<file path="config.mk">
export PLATFORM = sky130hd
export DESIGN_NAME = hazard_fwd_ctrl
export DESIGN_NICKNAME = d
export VERILOG_FILES = /design/src/rtl/hazard_fwd_ctrl.sv
export SDC_FILE = /design/constraint.sdc
export NUM_CORES = 1
export LEC_CHECK = 0
export CORE_MARGIN = 10
export CORE_UTILIZATION = 65
export DETAILED_ROUTE_END_ITERATION = 8
export DONT_BUFFER_PORTS = 1
export GPL_ROUTABILITY_DRIVEN = 0
export PLACE_DENSITY = 0.88
export SLEW_MARGIN = 20
export SYNTH_ARGS = -nofsm -noshare
export SYNTH_HDL_FRONTEND = slang
export SYNTH_SLANG_ARGS = --single-unit
export TNS_END_PERCENT = 100
</file>
<file path="constraint.sdc">
create_clock -name i_clk -period 3.85 [get_ports i_clk]
set_input_delay 0.9625 -clock i_clk [delete_from_list [all_inputs] [get_ports i_clk]]
set_output_delay 0.9625 -clock i_clk [all_outputs]
set_load 0.1 [all_outputs]
</file>
<file path="src/rtl/hazard_fwd_ctrl.sv">
// ---------------------------------------------------------------------------
// hazard_fwd_ctrl
//
// Hazard detection and operand forwarding control for a classic 5-stage MIPS
// pipeline (IF/ID/EX/MEM/WB). The block sits beside the decode stage. It keeps
// its own shadow copy of the destination register, write-enable and load flag
// of the instructions currently in EX, MEM and WB. From that copy it decides:
//   - which bypass source feeds the rs / rt operands of the decoding
//     instruction,
//   - whether a load-use hazard forces a one-cycle stall with a bubble
//     injected into ID/EX,
//   - how many stall cycles have occurred (saturating counter).
//
// Ports
//   i_clk           rising-edge clock
//   i_resetn        synchronous active-low reset
//   i_d_rs          ID rs field
//   i_d_rt          ID rt field
//   i_d_dest        ID destination register (after the rt/rd mux)
//   i_d_wreg        ID instruction writes the register file
//   i_d_m2reg       ID instruction is a load
//   i_d_use_rs      ID instruction reads rs
//   i_d_use_rt      ID instruction reads rt
//   i_freeze        global pipeline freeze
//   o_fwda          rs operand select (00 regfile, 01 EX ALU, 10 MEM ALU,
//                   11 MEM load data)
//   o_fwdb          rt operand select, same encoding
//   o_stall         load-use stall this cycle
//   o_pc_wen        PC write enable
//   o_ifid_wen      IF/ID register write enable
//   o_e_bubble      insert a NOP into ID/EX this cycle
//   o_stall_count   saturating count of stall cycles
//   o_w_dest        WB-stage tracked destination (debug visibility)
//   o_w_wreg        WB-stage tracked write enable (debug visibility)
//   o_w_m2reg       WB-stage tracked load flag (debug visibility)
// ---------------------------------------------------------------------------
module hazard_fwd_ctrl #(
  parameter int STALL_CNT_W = 16
) (
  input  logic                   i_clk,
  input  logic                   i_resetn,
  input  logic [4:0]             i_d_rs,
  input  logic [4:0]             i_d_rt,
  input  logic [4:0]             i_d_dest,
  input  logic                   i_d_wreg,
  input  logic                   i_d_m2reg,
  input  logic                   i_d_use_rs,
  input  logic                   i_d_use_rt,
  input  logic                   i_freeze,
  output logic [1:0]             o_fwda,
  output logic [1:0]             o_fwdb,
  output logic                   o_stall,
  output logic                   o_pc_wen,
  output logic                   o_ifid_wen,
  output logic                   o_e_bubble,
  output logic [STALL_CNT_W-1:0] o_stall_count,
  output logic [4:0]             o_w_dest,
  output logic                   o_w_wreg,
  output logic                   o_w_m2reg
);

  // Operand source encoding shared by both forwarding selects.
  typedef enum logic [1:0] {
    FWD_REGFILE  = 2'b00,
    FWD_EX_ALU   = 2'b01,
    FWD_MEM_ALU  = 2'b10,
    FWD_MEM_LOAD = 2'b11
  } fwd_sel_t;

  localparam logic [STALL_CNT_W-1:0] CNT_ONE = {{(STALL_CNT_W-1){1'b0}}, 1'b1};

  // Shadow pipeline tracking registers for EX, MEM and WB.
  logic [4:0]             r_e_dest;
  logic                   r_e_wreg;
  logic                   r_e_m2reg;
  logic [4:0]             r_m_dest;
  logic                   r_m_wreg;
  logic                   r_m_m2reg;
  logic [4:0]             r_w_dest;
  logic                   r_w_wreg;
  logic                   r_w_m2reg;
  logic [STALL_CNT_W-1:0] r_stall_count;

  // Per-operand match flags and derived control.
  logic     w_e_hit_rs;
  logic     w_e_hit_rt;
  logic     w_m_hit_rs;
  logic     w_m_hit_rt;
  logic     w_load_use_rs;
  logic     w_load_use_rt;
  logic     w_stall;
  logic     w_advance;
  logic     w_cnt_sat;
  fwd_sel_t w_fwda;
  fwd_sel_t w_fwdb;

  // A stage only counts as a producer of r when it really writes r. Register
  // $0 is hardwired to zero, so a "write" to it never creates a dependency.
  function automatic logic stageWrites(input logic       wreg,
                                       input logic [4:0] dest,
                                       input logic [4:0] r);
    return wreg && (dest == r) && (r != 5'd0);
  endfunction

  // Source selection for one operand. EX is younger than MEM, so it wins when
  // both write the same register. A load in EX cannot be bypassed yet; in that
  // case the select falls through to MEM, and the value is irrelevant anyway
  // because the same condition raises a stall and bubbles ID/EX.
  function automatic fwd_sel_t pickSource(input logic used,
                                          input logic e_hit,
                                          input logic e_load,
                                          input logic m_hit,
                                          input logic m_load);
    fwd_sel_t sel;
    sel = FWD_REGFILE;
    if (used) begin
      if (e_hit && !e_load) begin
        sel = FWD_EX_ALU;
      end else if (m_hit && !m_load) begin
        sel = FWD_MEM_ALU;
      end else if (m_hit && m_load) begin
        sel = FWD_MEM_LOAD;
      end
    end
    return sel;
  endfunction

  assign w_e_hit_rs = stageWrites(r_e_wreg, r_e_dest, i_d_rs);
  assign w_e_hit_rt = stageWrites(r_e_wreg, r_e_dest, i_d_rt);
  assign w_m_hit_rs = stageWrites(r_m_wreg, r_m_dest, i_d_rs);
  assign w_m_hit_rt = stageWrites(r_m_wreg, r_m_dest, i_d_rt);

  // A load still in EX has no data yet; the dependent instruction waits one
  // cycle and then picks the loaded value up from MEM.
  assign w_load_use_rs = r_e_m2reg && i_d_use_rs && w_e_hit_rs;
  assign w_load_use_rt = r_e_m2reg && i_d_use_rt && w_e_hit_rt;
  assign w_stall       = w_load_use_rs || w_load_use_rt;

  // The pipeline only moves when not frozen; a stall during freeze waits and
  // is re-evaluated after the freeze lifts.
  assign w_advance = !i_freeze;
  assign w_cnt_sat = &r_stall_count;

  // Operand select decode for rs and rt, evaluated independently so an
  // instruction reading the same register twice gets both selects.
  always_comb begin
    w_fwda = FWD_REGFILE;
    w_fwdb = FWD_REGFILE;
    w_fwda = pickSource(i_d_use_rs, w_e_hit_rs, r_e_m2reg, w_m_hit_rs, r_m_m2reg);
    w_fwdb = pickSource(i_d_use_rt, w_e_hit_rt, r_e_m2reg, w_m_hit_rt, r_m_m2reg);
  end

  // Tracking pipeline advance. On a stall, ID stays put and EX receives a
  // bubble (all-zero record) so the load moves ahead alone.
  always_ff @(posedge i_clk) begin
    if (!i_resetn) begin
      r_e_dest  <= 5'd0;
      r_e_wreg  <= 1'b0;
      r_e_m2reg <= 1'b0;
      r_m_dest  <= 5'd0;
      r_m_wreg  <= 1'b0;
      r_m_m2reg <= 1'b0;
      r_w_dest  <= 5'd0;
      r_w_wreg  <= 1'b0;
      r_w_m2reg <= 1'b0;
    end else if (w_advance) begin
      r_w_dest  <= r_m_dest;
      r_w_wreg  <= r_m_wreg;
      r_w_m2reg <= r_m_m2reg;
      r_m_dest  <= r_e_dest;
      r_m_wreg  <= r_e_wreg;
      r_m_m2reg <= r_e_m2reg;
      if (w_stall) begin
        r_e_dest  <= 5'd0;
        r_e_wreg  <= 1'b0;
        r_e_m2reg <= 1'b0;
      end else begin
        r_e_dest  <= i_d_dest;
        r_e_wreg  <= i_d_wreg;
        r_e_m2reg <= i_d_m2reg;
      end
    end
  end

  // Stall-cycle counter: counts only stalls that actually cost a cycle
  // (not frozen) and sticks at all-ones instead of wrapping.
  always_ff @(posedge i_clk) begin
    if (!i_resetn) begin
      r_stall_count <= '0;
    end else if (w_advance && w_stall && !w_cnt_sat) begin
      r_stall_count <= r_stall_count + CNT_ONE;
    end
  end

  assign o_fwda        = w_fwda;
  assign o_fwdb        = w_fwdb;
  assign o_stall       = w_stall;
  assign o_pc_wen      = !(w_stall || i_freeze);
  assign o_ifid_wen    = !(w_stall || i_freeze);
  assign o_e_bubble    = w_stall && !i_freeze;
  assign o_stall_count = r_stall_count;
  assign o_w_dest      = r_w_dest;
  assign o_w_wreg      = r_w_wreg;
  assign o_w_m2reg     = r_w_m2reg;

endmodule

</file>
* After elaboration in Yosys (flattened, before gate mapping)
Index checks and enable logic that the tools add are counted.
** Storage, ports and cells
- Register bits after elaboration :: 37
- Input bits :: 22
- Logic and storage cells :: 56
- Output and inout port bits :: 31
** Cells by class
- Equal/unequal tests :: 4
- Reduce and logical (&&, ||, !) cells :: 30
- Muxes and demuxes :: 11
- $add $sub $neg :: 1
** Operators with widths (number)
- == test 5 bit :: 4
- logical AND 1 bit :: 20
- adder 16 x 1 -> 16 bit (second input constant) :: 1
- two-way mux 2 bit :: 8
- AND reduction 16 bit :: 1
- nonzero test 5 bit :: 2
- logical NOT 1 bit :: 5
- two-way mux 5 bit :: 1
- logical OR 1 bit :: 2
- two-way mux 1 bit :: 2

* Depth between registers and ports, before layout
Gate-level depths: netlist (run 1).
- Word-level depth :: 8
- Mapped depth :: 7
- Gate-level depth less buffers :: 7

* Worst setup path after synthesis (run 1)
Ideal clock, no wire load.
- Path kind :: input to output
- Start :: input port i_d_rs[3]
- End :: output port o_pc_wen
- Slack :: -1.822 ns
- Buffers on the path :: 1
- Data required time :: 2.888 ns
- Data arrival time :: 4.710 ns
- Stages :: 6
- Cells stage by stage :: xor2_1 > a211oi_2 > nand4_2 > a21oi_1 > nor2_1 > buf_4
** Between the ends
- Cells in the longest elaborated chain, start to end :: 7
- Elaborated cells on any way between the ends :: 8
** RTL lines
- start: declaration :: line 42 : input logic [4:0] i_d_rs,
- == test 5 bit :: line 102 : return wreg && (dest == r) && (r != 5'd0);
- logical AND 1 bit :: line 102
- logical AND 1 bit * :: line 102
- logical AND 1 bit * :: line 135 : assign w_load_use_rs = r_e_m2reg && i_d_use_rs && w_e_hit_rs;
- logical OR 1 bit * :: line 137 : assign w_stall = w_load_use_rs || w_load_use_rt;
- named net o_stall :: line 52 : output logic o_stall,
- logical OR 1 bit *
- logical NOT 1 bit *
- end: declaration :: line 53 : output logic o_pc_wen,
Mark *: on every way through the listed nets, which the timed path passes. The rest lies on a longest branch.

* Final worst setup path (run 1)
- Start :: input port i_d_rt[4]
- End :: output port o_fwdb[0]
** Between the ends
- Cells in the longest elaborated chain, start to end :: 8
- Elaborated cells on any way between the ends :: 14
** RTL lines
- start: declaration :: line 43 : input logic [4:0] i_d_rt,
- == test 5 bit :: line 102
- logical AND 1 bit (2 in series) :: line 102
- logical AND 1 bit :: line 121 : end else if (m_hit && m_load) begin
- two-way mux 2 bit :: line 121
- two-way mux 2 bit :: line 119 : end else if (m_hit && !m_load) begin
- two-way mux 2 bit * :: line 117 : if (e_hit && !e_load) begin
- two-way mux 2 bit * :: line 116 : if (used) begin
- end: declaration :: line 51 : output logic [1:0] o_fwdb,
Every way passes the cells marked *; elsewhere a longest branch is shown, timed or not.

==> results.sh, run 1 <==
export IMPL_syn_inst=212
export IMPL_rsz0062_at_grt="no"
export IMPL_cts_max_level=2
export IMPL_worst_path_buf_inv=1
export IMPL_layout_nets=254
export IMPL_cell_internal_power_mw=0.5034
export IMPL_first_global_vias=1727
export IMPL_dominant_combinational_cell_family_by_area_after_synthesis="simple AND/OR/NAND/NOR gates"
export IMPL_drt_wirelength_per_cell_um=18.83
export IMPL_hold_violations=0
export IMPL_worst_setup_path_startpoint="i_d_rt[4]"
export IMPL_drt_wl_total_um=4933
export IMPL_multiInputGateArea_mm2=0.001186
export IMPL_post_cts_setup_buffer_count=0
export IMPL_final_cell_area_mm2=0.002197
export IMPL_place_hpwl_um=3910
export IMPL_grt_ovfl_total=0
export IMPL_netSwitchingPower_mw=0.1718
export IMPL_num_antenna_cells=0
export IMPL_cp_arrival_ns=2.40
export IMPL_setup_reg_to_reg_worst_slack_ns=1.12
export IMPL_worst_skew_pair_late_latency_ns=0.33
export IMPL_dpl_cell_area_mm2=0.002142
export IMPL_fp_dieArea_mm2=0.005624
export IMPL_met1_routing_resource_usage_after_global_routing_pct=18.77
export IMPL_synth_area_mm2=0.001966
export IMPL_yosys_area_share_xor_xnor_pct=10.25
export IMPL_cpPeakStageDelay_ns=0.43
export IMPL_vias=1673
export IMPL_antenna_violations_before_repair=0
export IMPL_filler_cell_count=194
export IMPL_postSynthAreaPerCell_um2=9.272
export IMPL_yosys_area_share_adder_pct=0.6365
export IMPL_critPathCaptureType="output port"
export IMPL_rows=19
export IMPL_floorplan_die_height_um=74.99
export IMPL_critical_path_cell_chain="xor2_1, nor2_1, nand3_1, nor4b_1, a22o_1, buf_4"
export IMPL_layout_drive_gt1_share_pct=18.61
export IMPL_ant_nets=0
export IMPL_warning_count_from_the_yosys_run=0
export IMPL_gr_usage_all_layers_pct=18.11
export IMPL_ys_ff_latch=37
export IMPL_clkPwrFrac_pct=30.0
export IMPL_power_leakage_nw=0.8971
export IMPL_synth_seq_area_share_pct=37.68
export IMPL_max_cap_violations=0
export IMPL_synth_fp_nets=235
export IMPL_maximum_frequency_from_static_timing_analysis_mhz=297.4
export IMPL_final_min_clock_period_ns=3.362
export IMPL_initial_utilization_pct=69.48
export IMPL_max_vdd_ir_drop_mv=0.2502
export IMPL_grt_start_max_net_pins=26
export IMPL_synth_area_mux_share_pct=9.166
export IMPL_clk_pin_slew_ns=0.10
export IMPL_critical_path_reg2reg_endpoint="o_stall_count[2]$_SDFFE_PN0P_"
export IMPL_simple_gate_area_share_of_the_yosys_netlist_pct=26.29
export IMPL_drt_pre_antenna_iters=4
export IMPL_clock_sinks=37
export IMPL_ys_types=43
export IMPL_r2r_cells=6
export IMPL_delay_heaviest_family_cp="simple AND/OR/NAND/NOR gates"
export IMPL_gr_usage_met2_pct=31.71
export IMPL_met3_demand_to_capacity_share_in_global_routing_pct=8.016
export IMPL_seq_area_um2=740.7
export IMPL_busiest_layer="met2"
export IMPL_path_class="in2out"
export IMPL_fp_dieW_um=74.99
export IMPL_finalCritPeriodShare_pct=87.33
export IMPL_drv_slew=0
export IMPL_postCtsHoldBufs=0
export IMPL_worst_ep_required_time_ns=2.89
export IMPL_cts_root_buf="sky130_fd_sc_hd__clkbuf_4"
export IMPL_most_common_layout_cells="sky130_fd_sc_hd__dfxtp_1 (37), sky130_fd_sc_hd__nor2_1 (24), sky130_fd_sc_hd__buf_4 (19), sky130_fd_sc_hd__mux2i_1 (18), sky130_fd_sc_hd__nand2_1 (13)"
export IMPL_end_point_of_the_critical_path="o_fwdb[0]"
export IMPL_worst_path_max_delay_cell="sky130_fd_sc_hd__nor4b_1"
export IMPL_status="complete, no violations"
export IMPL_synth_compound_area_share_pct=12.60
export IMPL_cts_repair_resize_count=0
export IMPL_fin_tns_setup_ns=0
export IMPL_cp_max_fo=3
export IMPL_setup_worst_path_start_class="input port"
export IMPL_flow_area_growth_from_synthesis_pct=11.78
export IMPL_cts_tree="built"
export IMPL_floorplan_io_pins=53
export IMPL_wire_length_of_the_first_global_routing_pass_um=8073
export IMPL_reg2reg_from="o_stall_count[11]$_SDFFE_PN0P_"
export IMPL_hold_class="reg2reg"
export IMPL_comb_power_share_pct=9.2
export IMPL_placement_io_buffers=0
export IMPL_numCtsBuffers=5
export IMPL_worstMarginPinSlew_ns=1.143
export IMPL_routed_via_density=6.385
export IMPL_post_route_drc=0
export IMPL_initialDrtViolationCount=162
export IMPL_seqPwrFrac_pct=60.8
export IMPL_finalSetupViolCount=0
export IMPL_power_density_cell_area_mw_per_mm2=307.3
export IMPL_most_common_cell_after_layout_fill_and_taps_aside="sky130_fd_sc_hd__dfxtp_1"
export IMPL_max_slew_margin_rel_pct=23.68
export IMPL_switching_share_pct=25.44
export IMPL_clock_path_buffers=2
export IMPL_timing_clock_skew_ns=0.005796
export IMPL_coreArea_mm2=0.002829
export IMPL_path_depth=6
-- cells by family after synthesis --
| kind of cell | Yosys count |
|---|---|
| compound gates | 33 |
| xor+xnor | 23 |
| fa+ha+maj | 1 |
| buf+inv | 11 |
| flops | 37 |
| mux | 18 |
| simple gates | 89 |
-- Yosys cell counts --
library cell	instances	share of area (%)
sky130_fd_sc_hd__a211oi_1	3	1.1
sky130_fd_sc_hd__a211oi_2	1	0.64
sky130_fd_sc_hd__a21bo_2	2	1.0
sky130_fd_sc_hd__a21oi_1	9	2.3
sky130_fd_sc_hd__a21oi_2	1	0.45
sky130_fd_sc_hd__a22o_1	8	3.6
sky130_fd_sc_hd__a22o_2	1	0.51
sky130_fd_sc_hd__a311o_1	1	0.51
sky130_fd_sc_hd__a31oi_1	1	0.32
sky130_fd_sc_hd__and2_1	4	1.3
sky130_fd_sc_hd__and2_4	1	0.45
sky130_fd_sc_hd__and3_1	2	0.64
sky130_fd_sc_hd__and4_1	4	1.8
sky130_fd_sc_hd__and4_2	1	0.51
sky130_fd_sc_hd__and4b_1	1	0.51
sky130_fd_sc_hd__buf_1	1	0.19
sky130_fd_sc_hd__buf_4	2	0.76
sky130_fd_sc_hd__buf_6	2	1.1
sky130_fd_sc_hd__clkbuf_1	3	0.57
sky130_fd_sc_hd__dfxtp_1	37	38
sky130_fd_sc_hd__ha_1	1	0.64
sky130_fd_sc_hd__inv_1	2	0.38
sky130_fd_sc_hd__inv_4	1	0.32
sky130_fd_sc_hd__mux2i_1	18	9.2
sky130_fd_sc_hd__nand2_1	13	2.5
sky130_fd_sc_hd__nand2b_1	6	1.9
sky130_fd_sc_hd__nand3_1	8	2.0
sky130_fd_sc_hd__nand3b_1	5	1.9
sky130_fd_sc_hd__nand4_1	5	1.6
sky130_fd_sc_hd__nand4_2	1	0.64
sky130_fd_sc_hd__nand4b_4	1	1.2
sky130_fd_sc_hd__nor2_1	25	4.8
sky130_fd_sc_hd__nor2b_1	2	0.64
sky130_fd_sc_hd__nor3_1	1	0.25
sky130_fd_sc_hd__nor3_2	2	1.0
sky130_fd_sc_hd__nor4_1	2	0.64
sky130_fd_sc_hd__nor4b_1	2	0.89
sky130_fd_sc_hd__o21ai_0	2	0.51
sky130_fd_sc_hd__o31ai_1	2	0.76
sky130_fd_sc_hd__o41ai_1	2	0.89
sky130_fd_sc_hd__or4_1	3	1.1
sky130_fd_sc_hd__xnor2_1	11	4.9
sky130_fd_sc_hd__xor2_1	12	5.3
-- worst register-to-register path, cell delays in order (launching register included) --
cell and delay [ns]:
sky130_fd_sc_hd__dfxtp_1 1.10, sky130_fd_sc_hd__and2_1 0.27, sky130_fd_sc_hd__nand4_1 0.17, sky130_fd_sc_hd__o21ai_0 0.56, sky130_fd_sc_hd__a21oi_2 0.21, sky130_fd_sc_hd__a21bo_2 0.26, sky130_fd_sc_hd__a21oi_1 0.11
-- area by class of cell --
cell class	count	area share (%)
Multi-Input combinational cell	164	53.99
Inverter	3	0.6264
Sequential cell	37	33.71
Timing Repair Buffer	20	7.403
Tap cell	31	1.765
Clock buffer	7	2.506
-- how the worst min path moves through the flow --
stage	start	endpoint	slack, ns	cells past startpoint
floorplan	r_m_m2reg$_SDFFE_PN0N_	r_m_m2reg$_SDFFE_PN0N_	0.46	2
global placement	r_m_m2reg$_SDFFE_PN0N_	r_m_m2reg$_SDFFE_PN0N_	0.51	2
detailed placement	r_m_m2reg$_SDFFE_PN0N_	r_m_m2reg$_SDFFE_PN0N_	0.50	2
CTS	r_m_m2reg$_SDFFE_PN0N_	r_m_m2reg$_SDFFE_PN0N_	0.53	2
global route	r_m_m2reg$_SDFFE_PN0N_	r_m_m2reg$_SDFFE_PN0N_	0.57	2
finish	r_m_m2reg$_SDFFE_PN0N_	r_m_m2reg$_SDFFE_PN0N_	0.53	2
-- power groups by stage --
stage | sequential (mW) | combinational (mW) | clock [mW]
after detailed placement | 0.419 | 0.0621 | 0
after CTS | 0.410 | 0.0622 | 0.209
final | 0.410 | 0.0621 | 0.203
after global placement | 0.419 | 0.0583 | 0
after global routing | 0.412 | 0.0673 | 0.229
after floorplan | 0.415 | 0.0598 | 0
-- routing by layer --
metal  wire length, um  vias up
li1                  -      802
met1              1754      780
met2              2544       83
met3               572        8
met4                61        0
met5                 0        -
-- through the flow --
| stage | utilization (%) | std cells | power (mW) | worst slack (ns) | hold slack (ns) |
|---|---|---|---|---|---|
| 2_1_floorplan | - | 212 | 0.4749 | -0.1180 | 0.4584 |
| 3_3_place_gp | 75.72 | 255 | 0.4771 | 0.5799 | 0.5125 |
| 3_5_place_dp | 75.72 | 255 | 0.4811 | 0.5021 | 0.5015 |
| 4_1_cts | 77.66 | 262 | 0.6816 | 0.4905 | 0.5258 |
| 5_1_grt | 77.66 | 262 | 0.7079 | 0.4179 | 0.5669 |
| 6_report | 77.66 | 262 | 0.6752 | 0.4878 | 0.5305 |
-- sequential cells by signal, indices dropped and copies added, names as in the netlist --
register       flops
o_stall_count     16
o_w_dest           5
o_w_m2reg          1
o_w_wreg           1
r_e_dest           5
r_e_m2reg          1
r_e_wreg           1
r_m_dest           5
r_m_m2reg          1
r_m_wreg           1
Power figures use the tool's default switching activity.
==> inputs of run 2 (changes only) <==
- GPL_TIMING_DRIVEN: not set -> 1
- clock period: 3.85 -> 3.9 ns (I/O delays scaled with it)
==> results.sh, run 2 (synthesis gave the netlist of run 1 again) <==
export IMPL_cts_max_level=2
export IMPL_multiInputGateArea_mm2=0.001186
export IMPL_post_cts_setup_buffer_count=0
export IMPL_path_class="in2out"
export IMPL_num_antenna_cells=0
export IMPL_status="complete, no violations"
export IMPL_worst_ep_required_time_ns=2.92
export IMPL_fin_tns_setup_ns=0
export IMPL_post_route_drc=0
export IMPL_grt_start_max_net_pins=26
export IMPL_power_leakage_nw=0.9016
export IMPL_fp_dieArea_mm2=0.005624
export IMPL_critical_path_cell_chain="xor2_1, a211oi_2, nand4_2, a21oi_4, nor2_4, buf_12"
export IMPL_place_hpwl_um=4099
export IMPL_filler_cell_count=204
export IMPL_ant_nets=0
export IMPL_rows=19
export IMPL_drt_wirelength_per_cell_um=19.49
export IMPL_seq_area_um2=740.7
export IMPL_worst_path_max_delay_cell="sky130_fd_sc_hd__a21oi_4"
export IMPL_worstMarginPinSlew_ns=1.154
export IMPL_most_common_cell_after_layout_fill_and_taps_aside="sky130_fd_sc_hd__dfxtp_1"
export IMPL_max_vdd_ir_drop_mv=0.2895
export IMPL_drt_wl_total_um=5107
export IMPL_clkPwrFrac_pct=32.8
export IMPL_clock_path_buffers=2
export IMPL_timing_clock_skew_ns=0.009037
export IMPL_gr_usage_all_layers_pct=19.44
export IMPL_finalWorstSetupSlack_ns=0.2599
export IMPL_clock_sinks=37
export IMPL_cts_repair_resize_count=0
export IMPL_seqPwrFrac_pct=58.2
export IMPL_cts_tree="built"
export IMPL_initialDrtViolationCount=263
export IMPL_largest_register_ffs=16
export IMPL_initial_utilization_pct=69.48
export IMPL_numCtsBuffers=5
export IMPL_antenna_violations_before_repair=0
export IMPL_final_min_clock_period_ns=3.640
export IMPL_worst_skew_pair_late_latency_ns=0.34
export IMPL_hold_violations=0
export IMPL_finalSetupViolCount=0
export IMPL_grt_ovfl_total=0
export IMPL_floorplan_die_height_um=74.99
export IMPL_layout_drive_gt1_share_pct=19.05
export IMPL_most_common_layout_cells="sky130_fd_sc_hd__dfxtp_1 (37), sky130_fd_sc_hd__nor2_1 (24), sky130_fd_sc_hd__mux2i_1 (18), sky130_fd_sc_hd__buf_4 (18), sky130_fd_sc_hd__nand2_1 (13)"
export IMPL_rsz0062_at_grt="no"
export IMPL_power_density_cell_area_mw_per_mm2=315.8
export IMPL_netSwitchingPower_mw=0.1799
export IMPL_placement_io_buffers=0
export IMPL_cpPeakStageDelay_ns=0.73
export IMPL_fp_dieW_um=74.99
export IMPL_clk_pin_slew_ns=0.10
export IMPL_first_global_vias=1796
export IMPL_drv_slew=0
export IMPL_total_power_mw=0.6963
export IMPL_floorplan_io_pins=53
export IMPL_post_place_ws_ns=0.2636
export IMPL_switching_share_pct=25.83
export IMPL_cp_arrival_ns=2.67
export IMPL_final_cell_area_mm2=0.002205
export IMPL_cell_internal_power_mw=0.5164
export IMPL_cts_root_buf="sky130_fd_sc_hd__clkbuf_4"
export IMPL_setup_worst_path_start_class="input port"
export IMPL_layout_nets=253
export IMPL_final_hold_worst_slack_ns=0.5385
export IMPL_wire_length_of_the_first_global_routing_pass_um=8500
export IMPL_routed_via_density=6.561
export IMPL_postCtsHoldBufs=0
export IMPL_comb_power_share_pct=9.0
export IMPL_drt_pre_antenna_iters=4
export IMPL_flow_area_growth_from_synthesis_pct=12.16
export IMPL_maximum_frequency_from_static_timing_analysis_mhz=274.7
export IMPL_hold_class="reg2reg"
export IMPL_dpl_cell_area_mm2=0.002135
export IMPL_cp_max_fo=6
export IMPL_critPathCaptureType="output port"
export IMPL_max_cap_violations=0
export IMPL_vias=1719
export IMPL_finalCritPeriodShare_pct=93.34
export IMPL_max_slew_margin_rel_pct=22.96
export IMPL_coreArea_mm2=0.002829
[run 2: critical path: cells and delay by family]
| kind | cells | cell delay, ns |
|---|---|---|
| buffers and inverters | 1 | 0.23 |
| and+or+nand+nor | 2 | 0.31 |
| AOI/OAI and AO/OA | 2 | 0.99 |
| xor gates and xnor gates | 1 | 0.14 |
[run 2: final cells by class]
| cell class | instances | share of cell area (%) |
|---|---|---|
| Clock buffer | 7 | 2.951 |
| Clock inverter | 1 | 0.2270 |
| Sequential cell | 37 | 33.60 |
| Timing Repair Buffer | 19 | 7.037 |
| Inverter | 3 | 0.6243 |
| Multi-Input combinational cell | 164 | 53.80 |
| Tap cell | 31 | 1.759 |
[run 2: metal layers]
layer / track usage (%) / routed length, um / share of wire [%]
met3: 8.936 / 506 / 9.9
met1: 18.18 / 1760 / 34
met4: 9.454 / 164 / 3.2
met5: 0 / 0 / 0
met2: 35.14 / 2674 / 52
[run 2: metrics by stage]
step	util [%]	cells
finish	77.93	262
global route	77.93	262
CTS	77.93	262
detailed placement	75.45	254
global placement	75.45	254
floorplan	-	212
[run 2: final timing paths]
kind	start	to	slack [ns]	cells after the start
worst max-delay path	i_d_rs[3]	o_ifid_wen	0.26	6
worst min-delay path	r_m_m2reg$_SDFFE_PN0N_	r_m_m2reg$_SDFFE_PN0N_	0.54	2
worst max register to register	o_stall_count[11]$_SDFFE_PN0P_	o_stall_count[8]$_SDFFE_PN0P_	1.26	6
worst min register to register	r_m_m2reg$_SDFFE_PN0N_	r_m_m2reg$_SDFFE_PN0N_	0.54	2
[run 2: power groups by stage]
stage                     logic [mW]  registers (mW)  clock network, mW
after floorplan               0.0590           0.410                  0
after CTS                     0.0623           0.405              0.234
after global placement        0.0578           0.413                  0
final                         0.0625           0.405              0.229
after detailed placement      0.0619           0.414                  0
after global routing          0.0671           0.406              0.255
